[config.mk]
export PLATFORM = sky130hd
export DESIGN_NAME = fwts_conflict_monitor
export DESIGN_NICKNAME = d
export VERILOG_FILES = /design/src/rtl/fwts_pkg.sv /design/src/rtl/fwts_phase_decode.sv /design/src/rtl/fwts_conflict_monitor.sv
export SDC_FILE = /design/constraint.sdc
export NUM_CORES = 1
export LEC_CHECK = 0
export CORE_MARGIN = 2
export CORE_UTILIZATION = 54
export DETAILED_ROUTE_END_ITERATION = 12
export PLACE_DENSITY = 0.79
export SYNTH_ARGS = -nofsm -noshare
export SYNTH_HDL_FRONTEND = slang
export SYNTH_SLANG_ARGS = --single-unit
[constraint.sdc]
create_clock -name clk -period 2.75 [get_ports clk]
set_input_delay 0.275 -clock clk [delete_from_list [all_inputs] [get_ports clk]]
set_output_delay 0.275 -clock clk [all_outputs]
set_load 0.02 [all_outputs]
[src/rtl/fwts_pkg.sv]
// Shared lamp encodings, phase/state enums and fault codes for the conflict monitor.
package fwts_pkg;

    localparam logic [2:0] LAMP_RED    = 3'b001;
    localparam logic [2:0] LAMP_YELLOW = 3'b010;
    localparam logic [2:0] LAMP_GREEN  = 3'b100;

    typedef enum logic [2:0] {
        PH_NS_G,
        PH_NS_Y,
        PH_EW_G,
        PH_EW_Y,
        PH_ALL_R,
        PH_INVALID
    } phase_e;

    localparam logic [2:0] FC_NONE         = 3'd0;
    localparam logic [2:0] FC_ILLEGAL      = 3'd1;
    localparam logic [2:0] FC_CONFLICT     = 3'd2;
    localparam logic [2:0] FC_PAIR         = 3'd3;
    localparam logic [2:0] FC_SEQUENCE     = 3'd4;
    localparam logic [2:0] FC_SHORT_YELLOW = 3'd5;
    localparam logic [2:0] FC_SHORT_CLEAR  = 3'd6;
    localparam logic [2:0] FC_STUCK        = 3'd7;

    typedef enum logic [1:0] {
        ST_ARM,
        ST_MONITOR,
        ST_FAULT
    } mon_state_e;

    // Only the controller's nominal rotation is a legal phase change.
    function automatic logic legal_step(input phase_e from_ph, input phase_e to_ph);
        logic ok;
        ok = 1'b0;
        case (from_ph)
            PH_NS_G:  ok = (to_ph == PH_NS_Y);
            PH_NS_Y:  ok = (to_ph == PH_ALL_R);
            PH_EW_G:  ok = (to_ph == PH_EW_Y);
            PH_EW_Y:  ok = (to_ph == PH_ALL_R);
            PH_ALL_R: ok = (to_ph == PH_NS_G) || (to_ph == PH_EW_G);
            default:  ok = 1'b0;
        endcase
        return ok;
    endfunction

endpackage

[src/rtl/fwts_phase_decode.sv]
// Combinational classifier: four lamp codes -> phase plus illegal/conflict/pair flags.
module fwts_phase_decode
    import fwts_pkg::*;
(
    input  logic [2:0] north,
    input  logic [2:0] south,
    input  logic [2:0] east,
    input  logic [2:0] west,
    output phase_e     phase,
    output logic       illegal,
    output logic       conflict,
    output logic       pair_mismatch
);

    assign illegal = !$onehot(north) || !$onehot(south) ||
                     !$onehot(east)  || !$onehot(west);

    assign conflict = ((north != LAMP_RED) || (south != LAMP_RED)) &&
                      ((east  != LAMP_RED) || (west  != LAMP_RED));

    assign pair_mismatch = (north != south) || (east != west);

    always_comb begin
        phase = PH_INVALID;
        if ((east == LAMP_RED) && (west == LAMP_RED) && (north == south)) begin
            if (north == LAMP_GREEN) begin
                phase = PH_NS_G;
            end else if (north == LAMP_YELLOW) begin
                phase = PH_NS_Y;
            end else if (north == LAMP_RED) begin
                phase = PH_ALL_R;
            end
        end else if ((north == LAMP_RED) && (south == LAMP_RED) && (east == west)) begin
            if (east == LAMP_GREEN) begin
                phase = PH_EW_G;
            end else if (east == LAMP_YELLOW) begin
                phase = PH_EW_Y;
            end
        end
    end

endmodule

[src/rtl/fwts_conflict_monitor.sv]
// Safety monitor for the four-way signal lamp buses; latches the first fault until cleared.
// Define FWTS_MON_STUCK_EN to enable the stuck-phase check (fault code 7).
module fwts_conflict_monitor
    import fwts_pkg::*;
#(
    parameter int T_YELLOW_MIN = 10,
    parameter int T_RED_MIN    = 5,
    parameter int T_STUCK      = 100,
    parameter int CNT_W        = 8
) (
    input  logic       clk,
    input  logic       rst,
    input  logic [2:0] north,
    input  logic [2:0] south,
    input  logic [2:0] east,
    input  logic [2:0] west,
    input  logic       fault_clr,
    output logic       fault,
    output logic [2:0] fault_code,
    output logic [7:0] fault_cnt
);

    localparam logic [CNT_W-1:0] Y_MIN = CNT_W'(T_YELLOW_MIN);
    localparam logic [CNT_W-1:0] R_MIN = CNT_W'(T_RED_MIN);
`ifdef FWTS_MON_STUCK_EN
    localparam logic [CNT_W-1:0] DUR_MAX   = '1;
    localparam logic [CNT_W-1:0] STUCK_LIM = CNT_W'(T_STUCK);
`else
    // Without the stuck check the counter only has to resolve the minimum intervals.
    localparam logic [CNT_W-1:0] DUR_MAX = (Y_MIN > R_MIN) ? Y_MIN : R_MIN;
`endif

    if (T_STUCK >= (1 << CNT_W)) begin : g_cnt_w_check
        $error("CNT_W is too narrow to hold T_STUCK");
    end

    phase_e           phase;
    logic             illegal, conflict, pair_mismatch;
    mon_state_e       state_q, state_d;
    phase_e           prev_phase_q, prev_phase_d;
    logic [CNT_W-1:0] dur_q, dur_d, dur_inc;
    logic             fault_q, fault_d;
    logic [2:0]       fault_code_q, fault_code_d;
    logic [7:0]       fault_cnt_q, fault_cnt_d;
    logic             phase_changed, check_all, stuck_hit;
    logic [2:0]       det_code;

    fwts_phase_decode u_decode (
        .north         (north),
        .south         (south),
        .east          (east),
        .west          (west),
        .phase         (phase),
        .illegal       (illegal),
        .conflict      (conflict),
        .pair_mismatch (pair_mismatch)
    );

    assign phase_changed = (phase != prev_phase_q);
    assign dur_inc       = (dur_q >= DUR_MAX) ? dur_q : dur_q + 1'b1;
    assign check_all     = (state_q == ST_MONITOR);
`ifdef FWTS_MON_STUCK_EN
    assign stuck_hit = (dur_q >= STUCK_LIM);
`else
    assign stuck_hit = 1'b0;
`endif

    // dur_q is the held length of the phase being left when phase_changed is set.
    always_comb begin
        det_code = FC_NONE;
        if (illegal) begin
            det_code = FC_ILLEGAL;
        end else if (conflict) begin
            det_code = FC_CONFLICT;
        end else if (pair_mismatch) begin
            det_code = FC_PAIR;
        end else if (check_all && phase_changed && !legal_step(prev_phase_q, phase)) begin
            det_code = FC_SEQUENCE;
        end else if (check_all && phase_changed && dur_q < Y_MIN &&
                     (prev_phase_q == PH_NS_Y || prev_phase_q == PH_EW_Y)) begin
            det_code = FC_SHORT_YELLOW;
        end else if (check_all && phase_changed && dur_q < R_MIN &&
                     prev_phase_q == PH_ALL_R) begin
            det_code = FC_SHORT_CLEAR;
        end else if (stuck_hit) begin
            det_code = FC_STUCK;
        end
    end

    always_comb begin
        state_d      = state_q;
        prev_phase_d = prev_phase_q;
        dur_d        = dur_q;
        fault_d      = fault_q;
        fault_code_d = fault_code_q;
        fault_cnt_d  = fault_cnt_q;
        case (state_q)
            ST_ARM, ST_MONITOR: begin
                prev_phase_d = phase;
                dur_d        = phase_changed ? {{(CNT_W-1){1'b0}}, 1'b1} : dur_inc;
                if (det_code != FC_NONE) begin
                    state_d      = ST_FAULT;
                    fault_d      = 1'b1;
                    fault_code_d = det_code;
                    fault_cnt_d  = (fault_cnt_q == 8'hFF) ? fault_cnt_q : fault_cnt_q + 8'd1;
                end else if (state_q == ST_ARM && phase_changed) begin
                    state_d = ST_MONITOR;
                end
            end
            ST_FAULT: begin
                if (fault_clr) begin
                    state_d      = ST_ARM;
                    prev_phase_d = PH_ALL_R;
                    dur_d        = '0;
                    fault_d      = 1'b0;
                    fault_code_d = FC_NONE;
                end
            end
            default: begin
                state_d = ST_ARM;
            end
        endcase
    end

    always_ff @(posedge clk) begin
        if (!rst) begin
            state_q      <= ST_ARM;
            prev_phase_q <= PH_ALL_R;
            dur_q        <= '0;
            fault_q      <= 1'b0;
            fault_code_q <= FC_NONE;
            fault_cnt_q  <= '0;
        end else begin
            state_q      <= state_d;
            prev_phase_q <= prev_phase_d;
            dur_q        <= dur_d;
            fault_q      <= fault_d;
            fault_code_q <= fault_code_d;
            fault_cnt_q  <= fault_cnt_d;
        end
    end

    assign fault      = fault_q;
    assign fault_code = fault_code_q;
    assign fault_cnt  = fault_cnt_q;

endmodule

==> insert_results.sql <==
INSERT INTO impl_metrics (metric_group, metric, value, unit) VALUES
('power', 'p_per_area', '308.3', 'mW/mm^2'),
('timing', 'fin_setup_tns', '0', 'ns'),
('power', 'power.total', '0.7774', 'mW'),
('clock_tree', 'cts.path.max_buffers', '2', ''),
('critical_path', 'r2r.worst_path.cells', '8', ''),
('routing', 'drt_drc_violations_left', '0', ''),
('timing', 'holdWs', '0.4494', 'ns'),
('synth', 'post_synth_instance_area', '0.001805', 'mm^2'),
('hold_path', 'min_to', 'dur_q[5]', ''),
('timing', 'timing.max_slew.rel_slack', '61.51', '%'),
('critical_path', 'critical_path_at', '2.95', 'ns'),
('floorplan', 'start_util', '57.72', '%'),
('routing', 'antenna_left', '0', ''),
('clock_tree', 'cts_made_buffers', '3', ''),
('routing', 'num_vias', '1843', ''),
('synth', 'synth_fa_ha_area_share', '7.207', '%'),
('timing', 'setup_violations', '0', ''),
('global_route', 'grtUsageTotal', '23.87', '%'),
('final_layout', 'syn2layout_area_growth', '39.64', '%'),
('place', 'io_buffer_count', '26', ''),
('outcome', 'run_status', 'complete, no violations', ''),
('critical_path', 'rr_endpoint', 'fault_code[0]', ''),
('global_route', 'initial_antenna_violation_count', '0', ''),
('final_layout', 'num-fill-cells', '206', ''),
('floorplan', 'core.rowCount', '20', ''),
('timing', 'worst_pin_slew', '0.5756', 'ns'),
('critical_path', 'critical_path_class', 'input pin to flip-flop', ''),
('synth', 'post_synthesis_compound_gate_area_fraction', '17.60', '%'),
('clock_tree', 'cts.sinks', '25', ''),
('critical_path', 'setup.worst_path.start_class', 'input pin', ''),
('synth', 'synth_top_family_by_area', 'simple AND/OR/NAND/NOR gates', ''),
('hold_path', 'hold_path_depth', '2', ''),
('synth', 'postSynth.asyncResetShare', '0', '%'),
('global_route', 'grt.overflow.total', '0', ''),
('final_layout', 'leading_cell_types_in_the_layout_fill_and_taps_excluded', 'buf_4 (47), dfxtp_1 (25), nor2_1 (23), inv_1 (22), clkdlybuf4s50_1 (22)', ''),
('routing', 'detail_route.first_pass.iterations', '4', ''),
('critical_path', 'worstPathRequired', '2.98', 'ns'),
('power', 'ir_worst_vdd', '0.3800', 'mV'),
('place', 'gpl.final_weighted_congestion', '0.8906', ''),
('floorplan', 'core', '0.003128', 'mm^2'),
('place', 'place.detailed.hpwl', '3.448', 'mm'),
('final_layout', 'drive_above_1_share', '24.65', '%'),
('clock_tree', 'post_cts_hold_buffer_count', '0', ''),
('timing', 'maxClockFrequency', '367.4', 'MHz'),
('synth', 'synth_cells', '218', ''),
('routing', 'route.detailed.wl_per_inst', '13.82', 'um'),
('floorplan', 'top_level_ports', '27', ''),
('synth', 'synth_xor_xnor_area_share', '4.366', '%'),
('synth', 'synth_seq_area_share', '27.72', '%'),
('floorplan', 'die-area', '0.003822', 'mm^2'),
('final_layout', 'final_core_utilization', '80.60', '%'),
('power', 'power.static_leakage', '1.051', 'nW'),
('flow_run', 'maximum_capacitance_violations', '0', ''),
('critical_path', 'reg2reg_from', 'prev_phase_q[2]', ''),
('clock_tree', 'clk_latency', '0.32', 'ns'),
('clock_tree', 'tritoncts', 'yes', ''),
('routing', 'detailedRoute.firstIterationViolations', '123', ''),
('critical_path', 'path_max_fanout', '12', ''),
('synth', 'synth_enable_flop_cells', '0', ''),
('synth', 'synth_simple_gate_area_share', '32.50', '%'),
('synth', 'synthesized_net_count', '241', ''),
('hold_path', 'class_of_the_tightest_hold_or_removal_check', 'flip-flop to flip-flop', ''),
('synth', 'synth_area_per_cell', '8.282', 'um^2'),
('critical_path', 'regToRegSetupSlack', '0.30', 'ns'),
('timing', 'report.final.hold_viol_count', '0', ''),
('critical_path', 'critical_path.endpoint_type', 'flip-flop', ''),
('final_layout', 'design.final.nets', '312', ''),
('timing', 'min_period', '2.722', 'ns'),
('hold_path', 'min-delay-start', 'dur_q[5]', ''),
('final_layout', 'diodes', '0', ''),
('global_route', 'pin_count_of_the_biggest_net_entering_global_routing', '17', '');
==> kinds of logic after synthesis <==
group | Yosys count
simple gates | 98
compound gates | 42
buf+inv | 30
flops | 25
xor+xnor | 9
fa+ha+maj | 8
mux | 6
==> cell usage after synthesis, types with 4 or more instances <==
master    instances  area share, %
xor2_1            4            1.9
or3_1             5            1.7
o21ai_0           7            1.9
nand3_1           6            1.7
nand2_1          17            3.5
inv_1            22            4.6
xnor2_1           5            2.4
mux2i_1           5            2.8
fa_1              4            4.4
nand2b_1          6            2.1
nor2_1           23            4.8
clkbuf_1          4           0.83
nor3_1            5            1.4
dfxtp_1          25             28
a21oi_1           9            2.5
ha_1              4            2.8
nand4_1           6            2.1
==> repair_timing <==
action,CTS,global route
gates resized for setup,0,11
setup buffers,0,3
endpoints found under the setup margin,0,7
==> area by class of cell <==
class	count	area [um^2]	share of cell area [%]
clock buffer	3	22.52	0.8933
clock inverter	1	7.507	0.2978
inverter	22	82.58	3.275
multi-input combinational	163	1219	48.34
sequential	25	500.5	19.85
tap	44	55.05	2.184
timing repair buffer	74	634.4	25.16
==> routing by layer <==
metal | wire length [um] | global-route usage (%)
met3 | 256 | 6.625
met5 | 0 | 0
met2 | 2094 | 38.05
met1 | 2199 | 33.50
met4 | 36 | 2.432
==> worst max-delay path, stage by stage <==
cell and delay [ns]:
clkdlybuf4s50_1 0.49, nor4_4 0.38, buf_4 0.17, nand2_1 0.04, or4b_1 0.51, a31oi_1 0.23
o21ai_1 0.15, a32oi_2 0.21, buf_4 0.20, nor3_1 0.07, o221a_1 0.23
==> worst max-delay path by stage <==
stage	slack (ns)	cells past startpoint	from	to
4_1_cts	0.05	10	west[0]	fault_code[0]
6_report	0.03	11	south[2]	fault_cnt[6]
5_1_grt	-0.05	11	south[2]	fault_cnt[6]
2_1_floorplan	0.27	9	north[0]	fault_code[0]
3_5_place_dp	-0.27	10	west[0]	fault_code[0]
3_3_place_gp	-0.21	10	west[0]	fault_code[0]
==> report_power, final <==
group / internal (mW) / switching, mW
clock: 0.0556 / 0.112
sequential: 0.374 / 0.0154
combinational: 0.113 / 0.107
total: 0.543 / 0.234
==> flip-flops by register name (all words and copies together) (netlist names) <==
name	flops
fault_cnt	8
fault	1
fault_code	3
dur_q	8
prev_phase_q	3
state_q	2
==> per-stage QoR <==
stage          cell area (um^2)  std cells  setup slack (ns)
6_report                   2521        332           0.02823
5_1_grt                    2521        332          -0.05405
4_1_cts                    2445        329           0.05330
3_5_place_dp               2415        325           -0.2690
3_3_place_gp               2415        325           -0.2068
2_1_floorplan              1805        218            0.2707
(Power assumes the default switching activity.)
